[src/rtl/key_load_if.sv]
// Serial key-bit handshake between a key source and key_load_ctrl.
// One bit moves on every rising edge where kin_valid and kin_ready are both high.
interface key_load_if;
    logic kin_valid;
    logic kin_bit;
    logic kin_last;
    logic kin_ready;

    modport master (
        output kin_valid,
        output kin_bit,
        output kin_last,
        input  kin_ready
    );

    modport slave (
        input  kin_valid,
        input  kin_bit,
        input  kin_last,
        output kin_ready
    );
endinterface

[src/rtl/key_load_ctrl.sv]
// Serial key loader for a logic-locked netlist, with lockout after repeated bad frames.
// Define KEY_LOAD_PARITY_EN to append and check an even-parity bit after each key.
module key_load_ctrl #(
    parameter int KEY_W    = 32,
    parameter int MAX_FAIL = 3
) (
    input  logic             clk,
    input  logic             rst_n,
    key_load_if.slave        kin,
    output logic [KEY_W-1:0] key_out,
    output logic             key_valid,
    output logic             load_err,
    output logic             lockout
);

`ifdef KEY_LOAD_PARITY_EN
    localparam int FL = KEY_W + 1;
`else
    localparam int FL = KEY_W;
`endif
    localparam int CW = $clog2(FL + 1);
    localparam int FW = $clog2(MAX_FAIL + 1);

    typedef enum logic [2:0] {
        IDLE,
        SHIFT,
        CHECK,
        DONE,
        LOCKOUT
    } state_t;

    state_t           state;
    logic [KEY_W-1:0] shadow;
    logic [CW-1:0]    cnt;
    logic [FW-1:0]    fail_cnt;
    logic             last_ok;
    logic             rdy_q;

    logic             xfer;
    logic             start;
    logic [CW-1:0]    idx;
    logic [CW-1:0]    cnt_nx;
    logic             at_end;
    logic             store;
    logic [KEY_W-1:0] sh_nx;
    logic [FW-1:0]    fail_nx;
    logic             pass;
`ifdef KEY_LOAD_PARITY_EN
    logic             par_q;
    logic             par_nx;
`endif

    assign kin.kin_ready = rdy_q;

    always_comb begin
        xfer    = kin.kin_valid & rdy_q;
        start   = (state == IDLE) || (state == DONE);
        idx     = start ? '0 : cnt;
        cnt_nx  = idx + CW'(1);
        at_end  = (cnt_nx == CW'(FL));
        sh_nx   = {shadow[KEY_W-2:0], kin.kin_bit};
        fail_nx = (fail_cnt == FW'(MAX_FAIL)) ? fail_cnt
                                              : fail_cnt + FW'(1);
`ifdef KEY_LOAD_PARITY_EN
        // the trailing parity bit is folded into par_q but never stored
        store   = (idx < CW'(KEY_W));
        par_nx  = (start ? 1'b0 : par_q) ^ kin.kin_bit;
        pass    = last_ok & ~par_q;
`else
        store   = 1'b1;
        pass    = last_ok;
`endif
    end

    always_ff @(posedge clk or negedge rst_n) begin
        if (!rst_n) begin
            state     <= IDLE;
            shadow    <= '0;
            cnt       <= '0;
            fail_cnt  <= '0;
            last_ok   <= 1'b0;
            rdy_q     <= 1'b0;
            key_out   <= '0;
            key_valid <= 1'b0;
            load_err  <= 1'b0;
            lockout   <= 1'b0;
`ifdef KEY_LOAD_PARITY_EN
            par_q     <= 1'b0;
`endif
        end else begin
            load_err <= 1'b0;
            unique case (state)
                IDLE, SHIFT, DONE: begin
                    rdy_q <= 1'b1;
                    if (xfer) begin
                        cnt       <= cnt_nx;
                        key_valid <= 1'b0;
                        last_ok   <= kin.kin_last & at_end;
`ifdef KEY_LOAD_PARITY_EN
                        par_q     <= par_nx;
`endif
                        if (store) begin
                            shadow <= sh_nx;
                        end
                        if (kin.kin_last || at_end) begin
                            state <= CHECK;
                            rdy_q <= 1'b0;
                        end else begin
                            state <= SHIFT;
                        end
                    end else if (state == DONE) begin
                        key_valid <= 1'b1;
                    end
                end
                CHECK: begin
                    cnt <= '0;
                    if (pass) begin
                        key_out  <= shadow;
                        fail_cnt <= '0;
                        state    <= DONE;
                        rdy_q    <= 1'b1;
                    end else begin
                        load_err <= 1'b1;
                        fail_cnt <= fail_nx;
                        if (fail_nx == FW'(MAX_FAIL)) begin
                            state     <= LOCKOUT;
                            rdy_q     <= 1'b0;
                            lockout   <= 1'b1;
                            key_out   <= '0;
                            key_valid <= 1'b0;
                        end else begin
                            state <= IDLE;
                            rdy_q <= 1'b1;
                        end
                    end
                end
                LOCKOUT: begin
                    rdy_q     <= 1'b0;
                    lockout   <= 1'b1;
                    key_out   <= '0;
                    key_valid <= 1'b0;
                end
                default: begin
                    state <= IDLE;
                    rdy_q <= 1'b0;
                end
            endcase
        end
    end

endmodule

[src/flat_wrapper.sv]
// flat-port wrapper written by rule: the top's interface ports become plain ports
module key_load_ctrl_flat 
#(
    parameter int KEY_W    = 32,
    parameter int MAX_FAIL = 3
)
  (clk, rst_n, key_out, key_valid, load_err, lockout, kin_kin_valid, kin_kin_bit, kin_kin_last, kin_kin_ready);
  key_load_if kin_i ();
  input  logic clk;
  input  logic rst_n;
  output logic [KEY_W-1:0] key_out;
  output logic key_valid;
  output logic load_err;
  output logic lockout;
  input wire logic [$bits(kin_i.kin_valid)-1:0] kin_kin_valid;
  input wire logic [$bits(kin_i.kin_bit)-1:0] kin_kin_bit;
  input wire logic [$bits(kin_i.kin_last)-1:0] kin_kin_last;
  output wire logic [$bits(kin_i.kin_ready)-1:0] kin_kin_ready;
  assign kin_i.kin_valid = kin_kin_valid;
  assign kin_i.kin_bit = kin_kin_bit;
  assign kin_i.kin_last = kin_kin_last;
  assign kin_kin_ready = kin_i.kin_ready;
  key_load_ctrl #(.KEY_W(KEY_W), .MAX_FAIL(MAX_FAIL)) u_core (.clk(clk), .rst_n(rst_n), .kin(kin_i), .key_out(key_out), .key_valid(key_valid), .load_err(load_err), .lockout(lockout));
endmodule
[config.mk]
export PLATFORM = sky130hd
export DESIGN_NAME = key_load_ctrl_flat
export DESIGN_NICKNAME = d
export VERILOG_FILES = /design/src/rtl/key_load_if.sv /design/src/rtl/key_load_ctrl.sv /design/src/flat_wrapper.sv
export SDC_FILE = /design/constraint.sdc
export NUM_CORES = 1
export LEC_CHECK = 0
export ABC_AREA = 1
export CAP_MARGIN = 0
export CORE_MARGIN = 2
export CORE_UTILIZATION = 40
export DETAILED_ROUTE_END_ITERATION = 8
export DONT_BUFFER_PORTS = 1
export HOLD_SLACK_MARGIN = 0.12
export PLACE_DENSITY_LB_ADDON = 0.12
export REMOVE_ABC_BUFFERS = 1
export SYNTH_ARGS = -nofsm -noshare
export SYNTH_HDL_FRONTEND = slang
export SYNTH_SLANG_ARGS = --single-unit
export TNS_END_PERCENT = 30
[constraint.sdc]
create_clock -name clk -period 2.5 [get_ports clk]
set_input_delay 0.5 -clock clk [delete_from_list [all_inputs] [get_ports clk]]
set_output_delay 0.5 -clock clk [all_outputs]
set_load 0.005 [all_outputs]
==> impl_metrics.env, run 1 <==
export IMPL_cts_root_buffer="clkbuf_8"
export IMPL_peakVddDrop_uv=720
export IMPL_cp_start_kind="flop"
export IMPL_whs_ns=0.301
export IMPL_rsz0062_at_grt="false"
export IMPL_post_drt_wl_per_cell_um=13.5
export IMPL_path_clk_slew_ns=0.08
export IMPL_skew_ns=0.0114
export IMPL_ys_seq_area_share_pct=57.9
export IMPL_antenna_left=0
export IMPL_grt_pass1_vias=2167
export IMPL_power_density_nw_per_um2=1080
export IMPL_grt_first_pass_wirelength_um=10400
export IMPL_p_comb_share_pct=29.1
export IMPL_start_util_pct=41.6
export IMPL_fin_nets=336
export IMPL_seqPwrFrac_pct=41.4
export IMPL_drt_total_wl_um=5950
export IMPL_drv_cap=0
export IMPL_worstPathArrival_ns=2.30
export IMPL_design_area_um2=3860
export IMPL_min_path_cells=1
export IMPL_slew_headroom_pct=60.1
export IMPL_reg2reg_depth=14
export IMPL_synth_area_per_cell_um2=10.7
export IMPL_postCtsSetupBuffers=0
export IMPL_die_x_um=97.0
export IMPL_fin_util_pct=46.5
export IMPL_synth_warnings=0
export IMPL_io_pins=41
export IMPL_max_freq_ghz=0.485
export IMPL_cts_hold_buf=2
export IMPL_p_sw_share_pct=33.5
export IMPL_use_met1_pct=18.4
export IMPL_cts_max_level=3
export IMPL_drt_pass1_iter_count=4
export IMPL_grt_antenna_before_repair=0
export IMPL_syn_inst=324
export IMPL_drcViolationCount=0
export IMPL_ys_ff_latch=80
export IMPL_rows=33
export IMPL_report_final_slew_viol_count=0
export IMPL_cts_buffers=9
export IMPL_dpl_cell_area_um2=3560
export IMPL_grt_met2_usage_pct=20.1
export IMPL_period_share_pct=82.4
export IMPL_required_ns=2.74
export IMPL_p_int_w=0.00276
export IMPL_synth_area_leader_cell="dfrtp_1"
export IMPL_synth_area_leaders="dfrtp_1 58%, nand2_1 9.9%, mux2_2 9.4%"
export IMPL_track_usage_pct=13.9
export IMPL_grt_max_degree=81
export IMPL_area_growth_pct=11.7
export IMPL_drive_above_1_share_pct=27.8
export IMPL_min_period_ns=2.06
export IMPL_fp_dieH_um=97.0
export IMPL_worst_slew_pin_slew_ns=0.599
export IMPL_netlist_area_um2=3460
export IMPL_fp_coreArea_um2=8300
export IMPL_dpl_hpwl_um=3710
export IMPL_synth_top_cell_area_share_pct=57.9
export IMPL_port_buffer_count=0
export IMPL_p_clk_share_pct=29.5
export IMPL_critPathCaptureType="flop"
export IMPL_final_setup_viol_count=0
export IMPL_overflow=0
export IMPL_switching_power_w=0.00139
export IMPL_ys_types=28
export IMPL_vias_per_cell=4.86
export IMPL_clkSinkCount=80
export IMPL_critical_path_class="flop to flop"
export IMPL_path_max_fanout=5
export IMPL_dr_total_vias=2135
export IMPL_cts_tree="done"
export IMPL_top_usage_layer="met2"
export IMPL_cts_max_path_buffers=2
export IMPL_insertedDiodeCount=0
export IMPL_worst_hold_path_type="input pin to flop"
export IMPL_clk_latency_ns=0.35
export IMPL_cts_resized=0
export IMPL_hold_viol=0
export IMPL_fp_dieArea_um2=9400
export IMPL_total_leakage_power_nw=1.78
export IMPL_drtIter0Drc=93
export IMPL_place_congestion=0.773
export IMPL_status="complete, no violations"
export IMPL_met3_usage_pct=5.35
## cells in the final DEF (no fill, tap or decap), drive strengths merged
cell,instances
o31ai,2
nand3,11
o21ai,40
buf,7
and2,1
ha,1
bufinv,4
nand2,98
inv,21
o22ai,2
dfrtp,80
nand4,3
dlygate4sd3,1
o2bb2ai,1
a21oi,5
clkbuf,10
nor2,15
or2,1
o211ai,1
mux2,30
## Yosys cell counts
cell type and instances:
o211ai_1 1, o31ai_4 1, o21ai_0 10, nor2_2 1, nand2_2 7, o22ai_1 2, o21ai_1 2, buf_2 4
nand4_1 3, a21oi_1 4, or2_2 1, nand2_1 91, nor2_1 13, clkbuf_1 3, a21oi_2 1, ha_1 1
mux2_1 1, inv_2 1, o2bb2ai_1 1, o21ai_2 28, nor2_4 1, buf_6 6, o31ai_1 1, nand3_1 11
and2_1 1, mux2_2 29, inv_1 19, dfrtp_1 80
## worst max-delay path: stages (launching register included)
cell and delay (ns):
dfrtp_1 0.47, inv_1 0.12, nand3_1 0.11, nand2_1 0.11, nor2_1 0.16, ha_1 0.20
inv_1 0.06, nor2_2 0.14, nand3_1 0.10, nor2_1 0.15, nand2_2 0.09, nand3_1 0.09
nand2_1 0.06, nand2_1 0.05, nand2_1 0.04
## logic make-up after synthesis
| family | share of synthesized area, % |
|---|---|
| fa+ha+maj | 0.362 |
| compound gates | 11.3 |
| mux | 9.78 |
| flops | 57.9 |
| simple gates | 15.6 |
| buf+inv | 5.03 |
## per-layer routing
layer	vias to the layer above	share of wire, %
li1	1075	-
met5	-	0
met2	41	45
met3	2	5.2
met1	1017	49
met4	0	0.64
## cell type report
type | count | area (µm²)
sequential | 80 | 2000
multi-input combinational | 211 | 1290
timing repair buffer | 8 | 108
clock inverter | 5 | 129
fill | 771 | 4440
tap | 105 | 131
clock buffer | 10 | 128
inverter | 20 | 75.1
## through the flow
step / setup WS, ns / std cells / TNS, ns / total power (W)
after global placement: 0.571 / 422 / 0 / 0.00292
after floorplan: -0.312 / 311 / -8.82 / 0.00254
after global routing: 0.184 / 439 / 0 / 0.00444
after CTS: 0.448 / 439 / 0 / 0.00420
final: 0.440 / 439 / 0 / 0.00415
after detailed placement: 0.485 / 422 / 0 / 0.00292
## final timing paths
path                              startpoint                  to  slack, ns
max                          u_core.state[2]     u_core.state[0]       0.44
min                              kin_kin_bit    u_core.shadow[0]       0.30
max reg2reg                  u_core.state[2]     u_core.state[0]       0.44
min reg2reg                u_core.shadow[31]   u_core.shadow[31]       0.50
max in group asynchronous              rst_n    u_core.shadow[4]       1.46
min in group asynchronous              rst_n  u_core.key_out[18]       0.69
## power by group through the flow
stage	sequential [W]	clock (W)	combinational [W]
floorplan	0.00170	0	0.000839
global placement	0.00174	0	0.00118
detailed placement	0.00175	0	0.00118
CTS	0.00172	0.00126	0.00122
global route	0.00176	0.00132	0.00136
finish	0.00172	0.00122	0.00121
## flip-flops by register name, indices dropped and copies added (netlist names)
name                  cells
u_core.fail_cnt           2
u_core.kin.kin_ready      1
u_core.last_ok            1
u_core.load_err           1
u_core.key_valid          1
u_core.cnt                6
u_core.key_out           32
u_core.lockout            1
u_core.shadow            32
u_core.state              3
Power figures use the tool's default switching activity.
==> run 2, diff against run 1 <==
==> constraint.sdc (replaced) <==
create_clock -name clk -period 2 [get_ports clk]
set_input_delay 0.4 -clock clk [delete_from_list [all_inputs] [get_ports clk]]
set_output_delay 0.4 -clock clk [all_outputs]
set_load 0.005 [all_outputs]
==> run 2 against run 1 <==
The run now ends with negative hold slack left. Clock power barely moved. Sequential power rose by 24%. Flip-flop and latch count did not move. Worst hold slack got worse by 0.56 ns. Die area did not move. Critical path type unchanged. Worst setup slack got worse by 0.26 ns.
==> impl_metrics.env, run 2 (synthesis gave the netlist of run 1 again) <==
export IMPL_status="finished, violations left"
export IMPL_violations="negative hold slack"
export IMPL_total_leakage_power_nw=1.77
export IMPL_skew_ns=0.00580
export IMPL_track_usage_pct=13.7
export IMPL_p_comb_share_pct=31.3
export IMPL_power_density_nw_per_um2=1280
export IMPL_rr_endpoint="u_core.state[0]"
export IMPL_area_growth_pct=10.0
export IMPL_rows=33
export IMPL_period_share_pct=91.2
export IMPL_die_x_um=97.0
export IMPL_max_freq_ghz=0.549
export IMPL_p_sw_share_pct=35.5
export IMPL_reg2reg_depth=15
export IMPL_hold_viol=80
export IMPL_grt_max_degree=81
export IMPL_reg2reg_slack_ns=0.18
export IMPL_worstPathArrival_ns=2.07
export IMPL_switching_power_w=0.00172
export IMPL_path_clk_slew_ns=0.08
export IMPL_critPathMaxStageDelay_ns=0.42
export IMPL_grt_antenna_before_repair=0
export IMPL_vias_per_cell=4.86
export IMPL_clk_latency_ns=0.34
export IMPL_drt_total_wl_um=5900
export IMPL_cts_max_level=3
export IMPL_cts_root_buffer="clkbuf_8"
export IMPL_design_area_um2=3800
export IMPL_path_max_fanout=4
export IMPL_regToRegStartpoint="u_core.state[1]"
export IMPL_cp_num_buf_inv=1
export IMPL_seqPwrFrac_pct=43.8
export IMPL_start_util_pct=41.6
export IMPL_whs_ns=-0.258
export IMPL_fp_coreArea_um2=8300
export IMPL_fin_util_pct=45.8
export IMPL_required_ns=2.24
export IMPL_grt_pass1_vias=2152
export IMPL_report_final_slew_viol_count=0
export IMPL_drv_cap=0
export IMPL_insertedDiodeCount=0
export IMPL_nFillCells=793
export IMPL_cp_start_kind="flop"
export IMPL_cts_tree="done"
export IMPL_path_cells="nor2_2 -> nand2_2 -> nand2_2 -> nor2_2 -> ha_1 -> inv_1 -> nor2_2 -> nand3_1 -> nand2_1 -> nor2_1 -> nand2_2 -> nand3_1 -> nand2_1 -> nand2_1 -> nand2_1"
export IMPL_fp_dieArea_um2=9400
export IMPL_grt_first_pass_wirelength_um=10500
export IMPL_peakVddDrop_uv=1200
export IMPL_drive_above_1_share_pct=30.9
export IMPL_dr_total_vias=2149
export IMPL_critical_path_class="flop to flop"
export IMPL_post_drt_wl_per_cell_um=13.3
export IMPL_final_setup_viol_count=0
export IMPL_drtIter0Drc=116
export IMPL_critPathCaptureType="flop"
export IMPL_worst_hold_path_type="input pin to async pin"
export IMPL_cts_max_path_buffers=2
export IMPL_slew_headroom_pct=76.8
export IMPL_min_period_ns=1.82
export IMPL_overflow=0
export IMPL_dpl_hpwl_um=3690
export IMPL_crit_slowest_cell="dfrtp_1"
export IMPL_place_congestion=0.770
export IMPL_port_buffer_count=0
export IMPL_dpl_cell_area_um2=3570
export IMPL_worst_slew_pin_slew_ns=0.344
export IMPL_antenna_left=0
export IMPL_drcViolationCount=0
export IMPL_p_int_w=0.00314
export IMPL_fin_nets=338
export IMPL_crit_family="simple AND/OR/NAND/NOR gates"
export IMPL_io_pins=41
export IMPL_clkSinkCount=80
export IMPL_final_common_cell="nand2_1"
export IMPL_p_clk_share_pct=24.9
export IMPL_cp_common_cell="nand2_1"
export IMPL_fp_dieH_um=97.0
export IMPL_rsz0062_at_grt="false"
export IMPL_cts_buffers=9
export IMPL_layout_common_cells="88 x nand2_1, 80 x dfrtp_1, 29 x mux2_2"
export IMPL_drt_pass1_iter_count=4
export IMPL_reg_top3="u_core.key_out x32, u_core.shadow x32, u_core.cnt x6"
==> run 2: repair_timing <==
item,in CTS,in global routing
setup buffers,0,2
gates resized for setup,0,6
hold endpoints to repair,80,80
setup endpoints to repair,0,4
==> run 2: worst max-delay path by stage <==
stage / startpoint / cells past startpoint / endpoint / slack [ns]
2_1_floorplan: u_core.state[0] / 6 / u_core.key_out[0] / -0.81
5_1_grt: u_core.state[1] / 15 / u_core.state[0] / 0.007
6_report: u_core.state[1] / 15 / u_core.state[0] / 0.18
3_3_place_gp: u_core.state[0] / 15 / u_core.state[0] / 0.11
4_1_cts: u_core.state[0] / 15 / u_core.state[0] / 0.05
3_5_place_dp: u_core.state[0] / 15 / u_core.state[0] / 0.06
==> run 2: final cells by class <==
| class | instances | area [µm²] | area share (%) |
|---|---|---|---|
| multi-input combinational | 211 | 1300 | 34.2 |
| inverter | 20 | 75.1 | 1.97 |
| clock inverter | 5 | 53.8 | 1.41 |
| tap | 105 | 131 | 3.46 |
| clock buffer | 11 | 151 | 3.98 |
| timing repair buffer | 10 | 87.6 | 2.30 |
| sequential | 80 | 2000 | 52.6 |
==> run 2: through the flow <==
step	TNS (ns)	setup slack [ns]	total power (W)	instances	hold WS [ns]
6_report	0	0.177	0.00486	442	-0.258
5_1_grt	0	0.00677	0.00521	442	-0.296
4_1_cts	0	0.0471	0.00487	440	-0.285
3_5_place_dp	0	0.0641	0.00362	424	0.107
3_3_place_gp	0	0.110	0.00362	424	0.107
2_1_floorplan	-24.86	-0.812	0.00317	311	0.104
==> run 2: per-layer routing <==
layer / vias up / GRT usage, % / share of wire (%)
li1: 1078 / - / -
met2: 47 / 20.4 / 45
met5: - / 0 / 0
met3: 6 / 6.29 / 6.3
met4: 0 / 4.77 / 1.1
met1: 1018 / 17.8 / 48
==> run 2: power groups by stage <==
stage / registers (W) / clock network [W] / logic [W]
3_3_place_gp: 0.00215 / 0 / 0.00146
6_report: 0.00213 / 0.00121 / 0.00152
5_1_grt: 0.00217 / 0.00134 / 0.00170
3_5_place_dp: 0.00216 / 0 / 0.00147
2_1_floorplan: 0.00212 / 0 / 0.00105
4_1_cts: 0.00213 / 0.00127 / 0.00148
